$ cat config.mk
export PLATFORM = sky130hd
export DESIGN_NAME = keypad_scanner_flat
export DESIGN_NICKNAME = d
export VERILOG_FILES = /design/src/rtl/keypad_pkg.sv /design/src/rtl/keypad_scanner_if.sv /design/src/rtl/keypad_debounce.sv /design/src/rtl/keypad_scanner.sv /design/src/flat_wrapper.sv
export SDC_FILE = /design/constraint.sdc
export NUM_CORES = 1
export LEC_CHECK = 0
export CAP_MARGIN = 0
export CORE_ASPECT_RATIO = 1.25
export CORE_MARGIN = 3
export CORE_UTILIZATION = 65
export CTS_CLUSTER_DIAMETER = 60
export DETAILED_ROUTE_END_ITERATION = 8
export GPL_ROUTABILITY_DRIVEN = 0
export HOLD_SLACK_MARGIN = 0.08
export PLACE_DENSITY = 0.85
export SLEW_MARGIN = 10
export SYNTH_ARGS = -nofsm -noshare
export SYNTH_HDL_FRONTEND = slang
export SYNTH_SLANG_ARGS = --single-unit
$ cat constraint.sdc
create_clock -name clk -period 21.6 [get_ports clk]
set_clock_uncertainty 0.1 [all_clocks]
set_input_delay 3.24 -clock clk [delete_from_list [all_inputs] [get_ports clk]]
set_output_delay 3.24 -clock clk [all_outputs]
set_load 0.1 [all_outputs]
$ cat src/rtl/keypad_pkg.sv
// keypad_pkg: shared sizes, scan/classification enums and the frame classifier.
// A frame is ROWS*COLS bits with bit index row*COLS + col, matching the key code.
// The classifier reports NONE, a single KEY with its index, or MULTI (ghosting is left unresolved).
package keypad_pkg;

    localparam int ROWS   = 4;
    localparam int COLS   = 4;
    localparam int CODE_W = 4;

    typedef enum logic {
        SCAN,
        EVAL
    } scan_state_e;

    typedef enum logic [1:0] {
        NONE,
        KEY,
        MULTI
    } key_class_e;

    // idx is only meaningful for KEY; it is forced to zero otherwise so that
    // whole-struct compares treat every NONE (or every MULTI) as equal.
    typedef struct packed {
        key_class_e          cls;
        logic [CODE_W-1:0]   idx;
    } key_state_t;

    function automatic key_state_t classify_frame(input logic [ROWS*COLS-1:0] frame);
        key_state_t  res;
        int unsigned ones;
        ones    = 0;
        res.cls = NONE;
        res.idx = '0;
        for (int i = 0; i < ROWS * COLS; i++) begin
            if (frame[i]) begin
                ones++;
                res.idx = CODE_W'(i);
            end
        end
        if (ones == 1) begin
            res.cls = KEY;
        end else if (ones > 1) begin
            res.cls = MULTI;
        end
        if (res.cls != KEY) begin
            res.idx = '0;
        end
        return res;
    endfunction

endpackage

$ cat src/rtl/keypad_scanner_if.sv
// keypad_scanner_if: key event bus between the scanner (master) and its consumer (slave).
// Transfer happens on a clock edge with key_valid && key_ready; key_code is stable while pending.
// key_held and overflow are status lines that ride alongside the handshake.
interface keypad_scanner_if;
    import keypad_pkg::*;

    logic [CODE_W-1:0] key_code;
    logic              key_valid;
    logic              key_ready;
    logic              key_held;
    logic              overflow;

    modport master (
        output key_code,
        output key_valid,
        output key_held,
        output overflow,
        input  key_ready
    );

    modport slave (
        input  key_code,
        input  key_valid,
        input  key_held,
        input  overflow,
        output key_ready
    );

endinterface

$ cat src/rtl/keypad_debounce.sv
// keypad_debounce: frame-level debounce; accepts a new key state after DEBOUNCE identical frames.
// Latency: acc_chg is combinational in the EVAL cycle; acc_state updates on the edge that ends it.
// Backpressure: none; one decision per frame strobe, downstream must absorb or drop the change.
module keypad_debounce
    import keypad_pkg::*;
#(
    parameter int DEBOUNCE = 4
) (
    input  logic       clk,
    input  logic       rst,
    input  logic       frame_vld,
    input  key_state_t frame_cls,
    output key_state_t acc_state,
    output logic       acc_chg
);

    localparam logic [3:0] CNT_MAX = 4'(DEBOUNCE);
    localparam key_state_t ST_NONE = '{cls: NONE, idx: '0};

    if (DEBOUNCE < 1 || DEBOUNCE > 15) begin : g_bad_debounce
        $error("DEBOUNCE must be in 1..15");
    end

    logic [3:0] cnt_q, cnt_d;
    key_state_t prev_q, prev_d;
    key_state_t acc_q, acc_d;

    // Count consecutive identical frames and promote a stable, different class to accepted.
    always_comb begin
        cnt_d   = cnt_q;
        prev_d  = prev_q;
        acc_d   = acc_q;
        acc_chg = 1'b0;
        if (frame_vld) begin
            prev_d = frame_cls;
            if (frame_cls == prev_q) begin
                if (cnt_q != CNT_MAX) begin
                    cnt_d = cnt_q + 4'd1;
                end
            end else begin
                cnt_d = 4'd1;
            end
            if (cnt_d == CNT_MAX && frame_cls != acc_q) begin
                acc_d   = frame_cls;
                acc_chg = 1'b1;
            end
        end
    end

    // Debounce state registers.
    always_ff @(posedge clk or posedge rst) begin
        if (rst) begin
            cnt_q  <= '0;
            prev_q <= ST_NONE;
            acc_q  <= ST_NONE;
        end else begin
            cnt_q  <= cnt_d;
            prev_q <= prev_d;
            acc_q  <= acc_d;
        end
    end

    assign acc_state = acc_q;

endmodule

$ cat src/rtl/keypad_scanner.sv
// keypad_scanner: row-scans a 4x4 keypad, debounces whole frames, emits key codes on a valid/ready bus.
// Latency: key_valid rises one clock after the EVAL cycle of the DEBOUNCE-th stable frame.
// Backpressure: an event arriving while an unaccepted one is pending is dropped and overflow pulses.
// Optional: define KEYPAD_SCAN_REPEAT_EN to compile in auto-repeat while a single key stays held.
module keypad_scanner
    import keypad_pkg::*;
#(
    parameter int CLK_DIV     = 1000,
    parameter int DEBOUNCE    = 4,
    parameter int REPEAT_DLY  = 50,
    parameter int REPEAT_RATE = 10
) (
    input  logic             clk,
    input  logic             rst,
    output logic [ROWS-1:0]  row_drv,
    input  logic [COLS-1:0]  col_in,
    keypad_scanner_if.master kbus
);

    localparam int DW_W  = $clog2(CLK_DIV);
    localparam int ROW_W = $clog2(ROWS);
    localparam int FRM_W = ROWS * COLS;

    if (CLK_DIV < 4) begin : g_bad_clk_div
        $error("CLK_DIV must be at least 4 to cover settle plus synchronizer");
    end

    scan_state_e        state_q, state_d;
    logic [DW_W-1:0]    dwell_q, dwell_d;
    logic [ROW_W-1:0]   row_q, row_d;
    logic [FRM_W-1:0]   frame_q, frame_d;
    logic [COLS-1:0]    col_meta_q, col_sync_q;

    logic               frame_vld;
    key_state_t         frame_cls;
    key_state_t         acc_state;
    logic               acc_chg;
    logic               rep_fire;

    logic               ev_vld;
    logic [CODE_W-1:0]  ev_code;
    logic [CODE_W-1:0]  key_code_q, key_code_d;
    logic               key_valid_q, key_valid_d;
    logic               overflow_q, overflow_d;

    // Two-flop synchronizer for the asynchronous column lines.
    always_ff @(posedge clk or posedge rst) begin
        if (rst) begin
            col_meta_q <= '0;
            col_sync_q <= '0;
        end else begin
            col_meta_q <= col_in;
            col_sync_q <= col_meta_q;
        end
    end

    // Scan sequencer: dwell on each row, capture its columns on the last dwell cycle, then EVAL.
    always_comb begin
        state_d   = state_q;
        dwell_d   = dwell_q;
        row_d     = row_q;
        frame_d   = frame_q;
        frame_vld = 1'b0;
        case (state_q)
            SCAN: begin
                if (dwell_q == DW_W'(CLK_DIV - 1)) begin
                    dwell_d                     = '0;
                    frame_d[row_q*COLS +: COLS] = col_sync_q;
                    if (row_q == ROW_W'(ROWS - 1)) begin
                        state_d = EVAL;
                    end else begin
                        row_d = row_q + ROW_W'(1);
                    end
                end else begin
                    dwell_d = dwell_q + DW_W'(1);
                end
            end
            EVAL: begin
                // Row 3 stays driven for this cycle; the frame is complete in frame_q.
                frame_vld = 1'b1;
                row_d     = '0;
                state_d   = SCAN;
            end
            default: begin
                state_d = SCAN;
            end
        endcase
    end

    // Scan state registers; reset aborts any partial frame.
    always_ff @(posedge clk or posedge rst) begin
        if (rst) begin
            state_q <= SCAN;
            dwell_q <= '0;
            row_q   <= '0;
            frame_q <= '0;
        end else begin
            state_q <= state_d;
            dwell_q <= dwell_d;
            row_q   <= row_d;
            frame_q <= frame_d;
        end
    end

    assign row_drv   = ROWS'(1) << row_q;
    assign frame_cls = classify_frame(frame_q);

    keypad_debounce #(
        .DEBOUNCE (DEBOUNCE)
    ) u_debounce (
        .clk       (clk),
        .rst       (rst),
        .frame_vld (frame_vld),
        .frame_cls (frame_cls),
        .acc_state (acc_state),
        .acc_chg   (acc_chg)
    );

`ifdef KEYPAD_SCAN_REPEAT_EN
    localparam int REP_MAX = (REPEAT_DLY > REPEAT_RATE) ? REPEAT_DLY : REPEAT_RATE;
    localparam int REP_W   = $clog2(REP_MAX + 1);

    if (REPEAT_DLY < 1 || REPEAT_RATE < 1) begin : g_bad_repeat
        $error("REPEAT_DLY and REPEAT_RATE must be at least 1");
    end

    logic [REP_W-1:0] rep_cnt_q, rep_cnt_d;
    logic             rep_first_q, rep_first_d;
    logic [REP_W-1:0] rep_next;

    // Frame counter while a key is accepted: first period is the delay, then the repeat rate.
    always_comb begin
        rep_cnt_d   = rep_cnt_q;
        rep_first_d = rep_first_q;
        rep_fire    = 1'b0;
        rep_next    = rep_cnt_q + REP_W'(1);
        if (frame_vld) begin
            if (acc_chg) begin
                rep_cnt_d   = '0;
                rep_first_d = 1'b1;
            end else if (acc_state.cls == KEY) begin
                if (rep_next == (rep_first_q ? REP_W'(REPEAT_DLY) : REP_W'(REPEAT_RATE))) begin
                    rep_fire    = 1'b1;
                    rep_cnt_d   = '0;
                    rep_first_d = 1'b0;
                end else begin
                    rep_cnt_d = rep_next;
                end
            end
        end
    end

    // Repeat timer registers.
    always_ff @(posedge clk or posedge rst) begin
        if (rst) begin
            rep_cnt_q   <= '0;
            rep_first_q <= 1'b1;
        end else begin
            rep_cnt_q   <= rep_cnt_d;
            rep_first_q <= rep_first_d;
        end
    end
`else
    if (REPEAT_DLY < 0 || REPEAT_RATE < 0) begin : g_bad_repeat
        $error("REPEAT_DLY and REPEAT_RATE must be non-negative");
    end

    assign rep_fire = 1'b0;
`endif

    // Merge press and repeat events; an accepted-state change restarts the repeat timer so they never coincide.
    always_comb begin
        ev_vld  = 1'b0;
        ev_code = '0;
        if (acc_chg && frame_cls.cls == KEY) begin
            ev_vld  = 1'b1;
            ev_code = frame_cls.idx;
        end else if (rep_fire) begin
            ev_vld  = 1'b1;
            ev_code = acc_state.idx;
        end
    end

    // Output register: load when empty or draining this cycle, otherwise drop and flag overflow.
    always_comb begin
        key_code_d  = key_code_q;
        key_valid_d = key_valid_q;
        overflow_d  = 1'b0;
        if (ev_vld) begin
            if (!key_valid_q || kbus.key_ready) begin
                key_code_d  = ev_code;
                key_valid_d = 1'b1;
            end else begin
                overflow_d = 1'b1;
            end
        end else if (key_valid_q && kbus.key_ready) begin
            key_valid_d = 1'b0;
        end
    end

    // Output registers.
    always_ff @(posedge clk or posedge rst) begin
        if (rst) begin
            key_code_q  <= '0;
            key_valid_q <= 1'b0;
            overflow_q  <= 1'b0;
        end else begin
            key_code_q  <= key_code_d;
            key_valid_q <= key_valid_d;
            overflow_q  <= overflow_d;
        end
    end

    assign kbus.key_code  = key_code_q;
    assign kbus.key_valid = key_valid_q;
    assign kbus.overflow  = overflow_q;
    assign kbus.key_held  = (acc_state.cls == KEY);

endmodule

$ cat src/flat_wrapper.sv
// flat-port wrapper written by rule: the top's interface ports become plain ports
module keypad_scanner_flat import keypad_pkg::*;
#(
    parameter int CLK_DIV     = 1000,
    parameter int DEBOUNCE    = 4,
    parameter int REPEAT_DLY  = 50,
    parameter int REPEAT_RATE = 10
)
  (clk, rst, row_drv, col_in, kbus_key_code, kbus_key_valid, kbus_key_held, kbus_overflow, kbus_key_ready);
  keypad_scanner_if kbus_i ();
  input  logic clk;
  input  logic rst;
  output logic [ROWS-1:0] row_drv;
  input  logic [COLS-1:0] col_in;
  output wire logic [$bits(kbus_i.key_code)-1:0] kbus_key_code;
  output wire logic [$bits(kbus_i.key_valid)-1:0] kbus_key_valid;
  output wire logic [$bits(kbus_i.key_held)-1:0] kbus_key_held;
  output wire logic [$bits(kbus_i.overflow)-1:0] kbus_overflow;
  input wire logic [$bits(kbus_i.key_ready)-1:0] kbus_key_ready;
  assign kbus_key_code = kbus_i.key_code;
  assign kbus_key_valid = kbus_i.key_valid;
  assign kbus_key_held = kbus_i.key_held;
  assign kbus_overflow = kbus_i.overflow;
  assign kbus_i.key_ready = kbus_key_ready;
  keypad_scanner #(.CLK_DIV(CLK_DIV), .DEBOUNCE(DEBOUNCE), .REPEAT_DLY(REPEAT_DLY), .REPEAT_RATE(REPEAT_RATE)) u_core (.clk(clk), .rst(rst), .row_drv(row_drv), .col_in(col_in), .kbus(kbus_i));
endmodule
==> results.md, run 1 <==
| Quantity | Reported | Unit |
|:---|:---|:---|
| Post-layout min period | 11.57 | ns |
| Pin count of the biggest net entering global routing | 60 | - |
| Largest family of logic cells by synthesized area | simple AND/OR/NAND/NOR gates | - |
| Clock group share of total power | 45.9 | % |
| Detailed Place HPWL | 7470 | um |
| Router iterations before antenna repair | 6 | - |
| Ratio of final minimum period to clock period | 53.6 | % |
| Pin slew with the least headroom to its limit | 0.975 | ns |
| FF+latch area | 1480 | um2 |
| Num CTS Buffers | 9 | - |
| Fraction of power spent switching nets | 19.6 | % |
| Startpoint Class | flop | - |
| Synth Area in XOR/XNOR | 13.1 | % |
| Fill cell instance count of the final layout | 505 | - |
| Standard-cell row count | 34 | - |
| Switching pwr | 41.8 | uW |
| Port Buffer Count | 17 | - |
| Maximum vdd drop | 51.2 | uV |
| Root buffer selected by CTS | clkbuf_8 | - |
| Via density | 6.05 | - |
| Global-route total usage across every layer | 24.2 | % |
| Run status | finished, final reports clean | - |
| Post-CTS resize count | 0 | - |
| Number of design-rule violations left by the first detailed-router iteration | 202 | - |
| Relative slew margins | 34.8 | % |
| Critical path arrival | 11.68 | ns |
| Synthesized area per cell | 8.64 | um2 |
| Total congestion overflow | 0 | - |
| Area of the mapped netlist | 4880 | um2 |
| Bufs and invs on worst path | 3 | - |
| Wire length per cell | 14.7 | um |
| Area delta synth->final | 7.90 | % |
| Hold Buf Count CTS | 0 | - |
| Total setup buffers inserted after CTS | 0 | - |
| Worst path slowest cell | or4b_1 | - |
| Share of synthesized area spent on multiplexers | 5.72 | % |
| Via count of the first global-routing pass | 3880 | - |
| Detailed Route WL | 9750 | um |
| Number of standard cells after synthesis | 565 | - |
| Sequential power share | 52.5 | % |
| Crit path required time | 21.72 | ns |
| Share of synthesized area occupied by flip-flops and latches | 30.3 | % |
| Arithmetic-cell share of the synthesized area counting full adders, half adders and majority gates | 6.87 | % |
| Die Width | 83.5 | um |
| Area share of the leading cell type in the synthesized netlist | 30.3 | % |
| FMAX | 0.0865 | GHz |
| Worst-path clk slew | 0.06 | ns |
| Number of nets with antenna violations after routing | 0 | - |
| Effective utilization at floorplan | 68.7 | % |
| Count of final setup violators | 0 | - |
| Synth async-reset ratio | 100 | % |
| Fraction of final layout cells sized beyond drive strength 1 | 9.91 | % |
| Leakage power | 2.38 | nW |
| Clock insertion delay at the later pin of the skew report | 0.33 | ns |
| Final-report max-slew violation count | 0 | - |
| Simple-Gate Fraction of Synth Area | 23.8 | % |
| Family with the most delay on the worst path | adder cells | - |
| Dominant cell type by area after synthesis | dfrtp_1 | - |
| Category of the critical setup timing path | reg2reg | - |
| Critical Path Max Stage Delay | 0.72 | ns |
| Number of library cell types mapped by synthesis | 76 | - |
| Number of maximum-capacitance violations | 0 | - |
| Portion of total power attributed to combinational logic | 1.6 | % |
| CORE AREA | 7100 | um2 |
| Type of element capturing the critical path | flop | - |
| Total power consumption of the routed design | 213 | uW |
| Setup TNS after final layout | 0 | ns |
| Count of endpoints failing hold in the final timing report | 0 | - |
| Detailed-route via count | 4023 | - |
| Min-Delay Path Class | reg2reg | - |
| Die outline area | 8590 | um2 |
| Number of antenna violations at the first check in global routing | 0 | - |
| Non-Filler Instances | 665 | - |
| DRC violations left | 0 | - |
| Net count after synthesis | 598 | - |
| Number of synthesized flops with an enable pin | 0 | - |
| Dominant cell by count in the synthesized netlist | nand2_1 | - |
| Power density normalized to cell area | 40.5 | nW/um2 |
| Most numerous cell on the critical path | ha_1 | - |
| Multi-input gate area in the final layout | 3230 | um2 |
| Yosys warns | 0 | - |
| Wire length of the first global-routing pass | 17300 | um |
| Most numerous cell types in the synthesized netlist | nand2_1, dfrtp_1, nor2_1 | - |
| Nets | 604 | - |
| Floorplan die height | 103 | um |
| Final worst hold slack | 0.247 | ns |
| Max Root-Sink Buffers | 2 | - |
| Post-synthesis sequential element count | 59 | - |
| H-tree Lvls | 3 | - |
| Clock Sinks | 59 | - |
| Internal power of the cells | 171 | uW |
| Placed cell count | 650 | - |
| Dominant synthesized flop cell | dfrtp_1 | - |
| Compound-Gate Fraction of Synth Area | 16.7 | % |
| Top area cells in the synthesized netlist | dfrtp_1, ha_1, nand2_1 | - |
| Antenna cells | 0 | - |
| Setup repair after global routing missed its margin | false | - |
| Top Ports | 18 | - |
| Largest fanout on the critical path | 14 | - |
| Clock tree from TritonCTS | built | - |
==> layer usage <==
metal	GRT usage (%)	vias to the layer above	wire length, um
li1	-	2020	-
met1	28.8	1899	4170
met2	44.1	78	5050
met3	4.24	26	273
met4	9.65	0	266
met5	0	-	0
==> cells in the final DEF (no fill, tap or decap), drive strengths merged, types with 6 or more instances in the layout <==
cell type / netlist / routed
clkbuf: 13 / 13
or3: 7 / 7
dfrtp: 59 / 59
a21oi: 19 / 19
clkdlybuf4s50: 0 / 17
nand4: 6 / 6
nand2b: 6 / 6
xnor3: 6 / 6
ha: 26 / 26
inv: 21 / 21
nand3: 20 / 20
xnor2: 28 / 28
nor3: 9 / 9
o31ai: 7 / 7
or2: 8 / 8
mux2i: 8 / 8
nor2: 43 / 43
nor2b: 11 / 11
nand2: 84 / 84
o21ai: 48 / 48
nor3b: 9 / 9
mux2: 17 / 17
and3: 11 / 11
xor2: 18 / 18
==> power groups by stage <==
stage               Sequential, mW  Combinational (mW)  Clock (mW)
finish                       0.112             0.00338      0.0977
global route                 0.112             0.00388       0.105
CTS                          0.112             0.00357      0.0997
detailed placement           0.114             0.00357           0
global placement             0.114             0.00345           0
floorplan                    0.114             0.00175           0
==> per-stage QoR <==
stage / area [um2] / setup slack (ns) / util (%)
after global placement: 5070 / 10.54 / 71.4
after detailed placement: 5070 / 10.09 / 71.4
after global routing: 5270 / 9.31 / 74.1
final: 5270 / 10.03 / 74.1
after floorplan: 4880 / 11.06 / -
after CTS: 5270 / 10.04 / 74.1
==> worst reg2reg max path, delay by kind of cell (launching register included) <==
kind / cells / cell delay, ns
adders and majority gates: 14 / 4.19
muxes: 7 / 1.85
buffers and inverters: 3 / 0.20
and+or+nand+nor: 14 / 2.64
DFF: 1 / 0.37
AOI/OAI and AO/OA: 9 / 1.73
xor gates and xnor gates: 2 / 0.36
==> final cells by class <==
type,instances,share of cell area [%]
multi-input combinational,462,61.3
sequential,59,28.0
timing repair buffer,18,3.37
clock buffer,13,3.02
tap,90,2.14
inverter,21,1.50
clock inverter,2,0.665
==> registers in the layout, indices dropped and copies added, names as in the netlist, 4 cells and up <==
register,flops
u_core.col_sync_q,4
u_core.u_debounce.cnt_q,4
u_core.col_meta_q,4
u_core.frame_q,16
u_core.u_debounce.acc_state,6
u_core.dwell_q,10
u_core.u_debounce.prev_q,6
u_core.kbus.key_code,4
==> cells by family (layout without fill, tap and decap cells) <==
group,count (synthesis),after routing
xor gates and xnor gates,54,54
DFF,59,59
muxes,25,25
buffers and inverters,44,54
adders and majority gates,27,27
and+or+nand+nor,231,231
AOI/OAI and AO/OA,125,125
==> final timing paths <==
kind | from | endpoint | slack, ns | depth (start not counted)
max | u_core.frame_q[0]$_DFFE_PP0P_ | u_core.kbus.key_code[0]$_DFFE_PP0P_ | 10.03 | 49
min | u_core.col_meta_q[1]$_DFF_PP0_ | u_core.col_sync_q[1]$_DFF_PP0_ | 0.25 | 0
max reg2reg | u_core.frame_q[0]$_DFFE_PP0P_ | u_core.kbus.key_code[0]$_DFFE_PP0P_ | 10.03 | 49
min reg2reg | u_core.col_meta_q[1]$_DFF_PP0_ | u_core.col_sync_q[1]$_DFF_PP0_ | 0.25 | 0
max in group asynchronous | rst | u_core.col_sync_q[2]$_DFF_PP0_ | 17.61 | 3
min in group asynchronous | rst | u_core.u_debounce.acc_state[2]$_DFFE_PP0N_ | 3.33 | 3
No activity file was read; power rests on OpenSTA's default activity.
==> run 2, diff against run 1 <==
CORE_UTILIZATION = 62   (was 65)
PLACE_DENSITY = 0.82   (was 0.85)
clock period = 11.07 ns   (was 21.6 ns; I/O delays follow)
==> run 2 against run 1 <==
Combinational power grew 96%. Count of clock-buffer cells in the layout shrank 1. Critical endpoint is now u_core.kbus.key_code[1]$_DFFE_PP0P_. Fmax grew 9.6%. Critical path depth grew 1. Highest routed layer unchanged. Power grew 97%.
==> results.md, run 2 (same netlist as run 1, synthesis figures left out) <==
| Quantity | Reported | Unit |
|:---|:---|:---|
| Type of element capturing the critical path | flop | - |
| Max Root-Sink Buffers | 2 | - |
| Clock insertion delay at the later pin of the skew report | 0.32 | ns |
| Worst path slowest cell | or4b_4 | - |
| Fill cell instance count of the final layout | 537 | - |
| Biggest regs | u_core.frame_q x16, u_core.dwell_q x10 | - |
| Category of the critical setup timing path | reg2reg | - |
| Wire length per cell | 15.7 | um |
| Detailed Place HPWL | 7450 | um |
| Die Width | 85.4 | um |
| Post-layout min period | 10.56 | ns |
| H-tree Lvls | 3 | - |
| Number of nets with antenna violations after routing | 0 | - |
| Total congestion overflow | 0 | - |
| FMAX | 0.0947 | GHz |
| Maximum vdd drop | 131 | uV |
| Reg2reg setup slack | 0.51 | ns |
| Count of final setup violators | 0 | - |
| Largest fanout on the critical path | 6 | - |
| Worst-path clk slew | 0.06 | ns |
| Number of flip-flops in the largest register | 16 | - |
| CORE AREA | 7530 | um2 |
| Num CTS Buffers | 9 | - |
| Largest Register | u_core.frame_q | - |
| Met3 capacity usage during global routing | 2.52 | % |
| Die outline area | 8980 | um2 |
| Effective utilization at floorplan | 64.8 | % |
| Critical Path Max Stage Delay | 0.57 | ns |
| Count of endpoints failing hold in the final timing report | 0 | - |
| Final-report max-slew violation count | 0 | - |
| Number of maximum-capacitance violations | 0 | - |
| Via density | 6.09 | - |
| Detailed-route via count | 4158 | - |
| Run status | finished, final reports clean | - |
| Fraction of met2 tracks used by global routing | 41.6 | % |
| FF+latch area | 1480 | um2 |
| Routing layer with the top usage in global route | met2 | - |
| Clock Sinks | 59 | - |
| Multi-input gate area in the final layout | 3400 | um2 |
| Most common cell after layout, fill and taps aside | nand2_1 | - |
| Most numerous cell on the critical path | ha_1 | - |
| Nets | 621 | - |
| Via count of the first global-routing pass | 3990 | - |
| Ratio of final minimum period to clock period | 95.4 | % |
| Leakage power | 2.48 | nW |
| DRC violations left | 0 | - |
| Detailed Route WL | 10700 | um |
| Pin slew with the least headroom to its limit | 1.01 | ns |
| Global-route total usage across every layer | 23.8 | % |
| Area delta synth->final | 14.5 | % |
| Router iterations before antenna repair | 4 | - |
| Relative slew margins | 32.3 | % |
| Min-Delay Path Class | reg2reg | - |
| Critical path arrival | 10.67 | ns |
| Power density normalized to cell area | 75.2 | nW/um2 |
| Fraction of final layout cells sized beyond drive strength 1 | 16.8 | % |
| Pin count of the biggest net entering global routing | 60 | - |
| Number of design-rule violations left by the first detailed-router iteration | 184 | - |
| Most frequent cells in the layout | nand2_1, dfrtp_1, nor2_1 | - |
| Top Ports | 18 | - |
| Number of antenna violations at the first check in global routing | 0 | - |
| Crit path required time | 11.18 | ns |
| Met1 Resource Use GR | 30.0 | % |
| End-of-flow core utilization | 74.2 | % |
| Port Buffer Count | 17 | - |
| Startpoint Class | flop | - |
| Antenna cells | 0 | - |
| Setup TNS after final layout | 0 | ns |
| Root buffer selected by CTS | clkbuf_8 | - |
| Floorplan die height | 105 | um |
| Wire length of the first global-routing pass | 17800 | um |
| Clock tree from TritonCTS | built | - |
| Standard-cell row count | 35 | - |
==> run 2: metal layers <==
| layer | up-vias | share of wire (%) |
|---|---|---|
| met1 | 2014 | 43 |
| met4 | 0 | 1.7 |
| met5 | - | 0 |
| li1 | 2043 | - |
| met3 | 17 | 2.7 |
| met2 | 84 | 53 |
==> run 2: cell type report <==
| class | instances | area share [%] |
|---|---|---|
| Tap cell | 92 | 2.06 |
| Timing Repair Buffer | 35 | 5.69 |
| Clock buffer | 12 | 2.95 |
| Multi-Input combinational cell | 462 | 60.8 |
| Clock inverter | 2 | 0.627 |
| Sequential cell | 59 | 26.4 |
| Inverter | 21 | 1.41 |
==> run 2: power breakdown <==
| group | internal, mW | leakage, nW | switching [mW] |
|---|---|---|---|
| combinational | 0.00225 | 1.60 | 0.00437 |
| clock | 0.119 | 0.104 | 0.0760 |
| sequential | 0.217 | 0.781 | 0.00118 |
| total | 0.339 | 2.48 | 0.0816 |
==> run 2: timing repair <==
item	4_1_cts	5_1_grt
hold buffers	0	0
gates resized for setup	9	24
setup buffers	4	8
cloned	0	0
setup endpoints to repair	10	16
pin swaps	2	12
==> run 2: path summary, 6_finish.rpt <==
kind,from,end,depth (start not counted)
min in group asynchronous,rst,u_core.dwell_q[9]$_DFFE_PP0N_,3
setup reg to reg,u_core.frame_q[1]$_DFFE_PP0P_,u_core.kbus.key_code[1]$_DFFE_PP0P_,50
setup / recovery,u_core.frame_q[1]$_DFFE_PP0P_,u_core.kbus.key_code[1]$_DFFE_PP0P_,50
hold reg to reg,u_core.col_meta_q[0]$_DFF_PP0_,u_core.col_sync_q[0]$_DFF_PP0_,0
hold / removal,u_core.col_meta_q[0]$_DFF_PP0_,u_core.col_sync_q[0]$_DFF_PP0_,0
max in group asynchronous,rst,u_core.u_debounce.acc_state[2]$_DFFE_PP0N_,3
==> run 2: metrics by stage <==
| step | power [mW] | area, um2 | setup WS [ns] | std cells | hold slack [ns] |
|---|---|---|---|---|---|
| 2_1_floorplan | 0.225 | 4880 | 0.529 | 565 | 0.231 |
| 6_report | 0.420 | 5590 | 0.513 | 683 | 0.250 |
| 3_5_place_dp | 0.229 | 5110 | -0.305 | 657 | 0.239 |
| 5_1_grt | 0.434 | 5590 | -0.0614 | 683 | 0.258 |
| 4_1_cts | 0.424 | 5400 | 0.00612 | 675 | 0.252 |
| 3_3_place_gp | 0.229 | 5110 | 0.228 | 657 | 0.232 |
==> run 2: worst max-delay path, delay by kind of cell, from the launching register on <==
kind	cells	cell delay, ns
adders and majority gates	14	3.86
xor gates and xnor gates	1	0.16
AOI/OAI and AO/OA	10	1.56
and+or+nand+nor	14	2.27
buffers and inverters	4	0.36
DFF	1	0.37
muxes	7	1.72
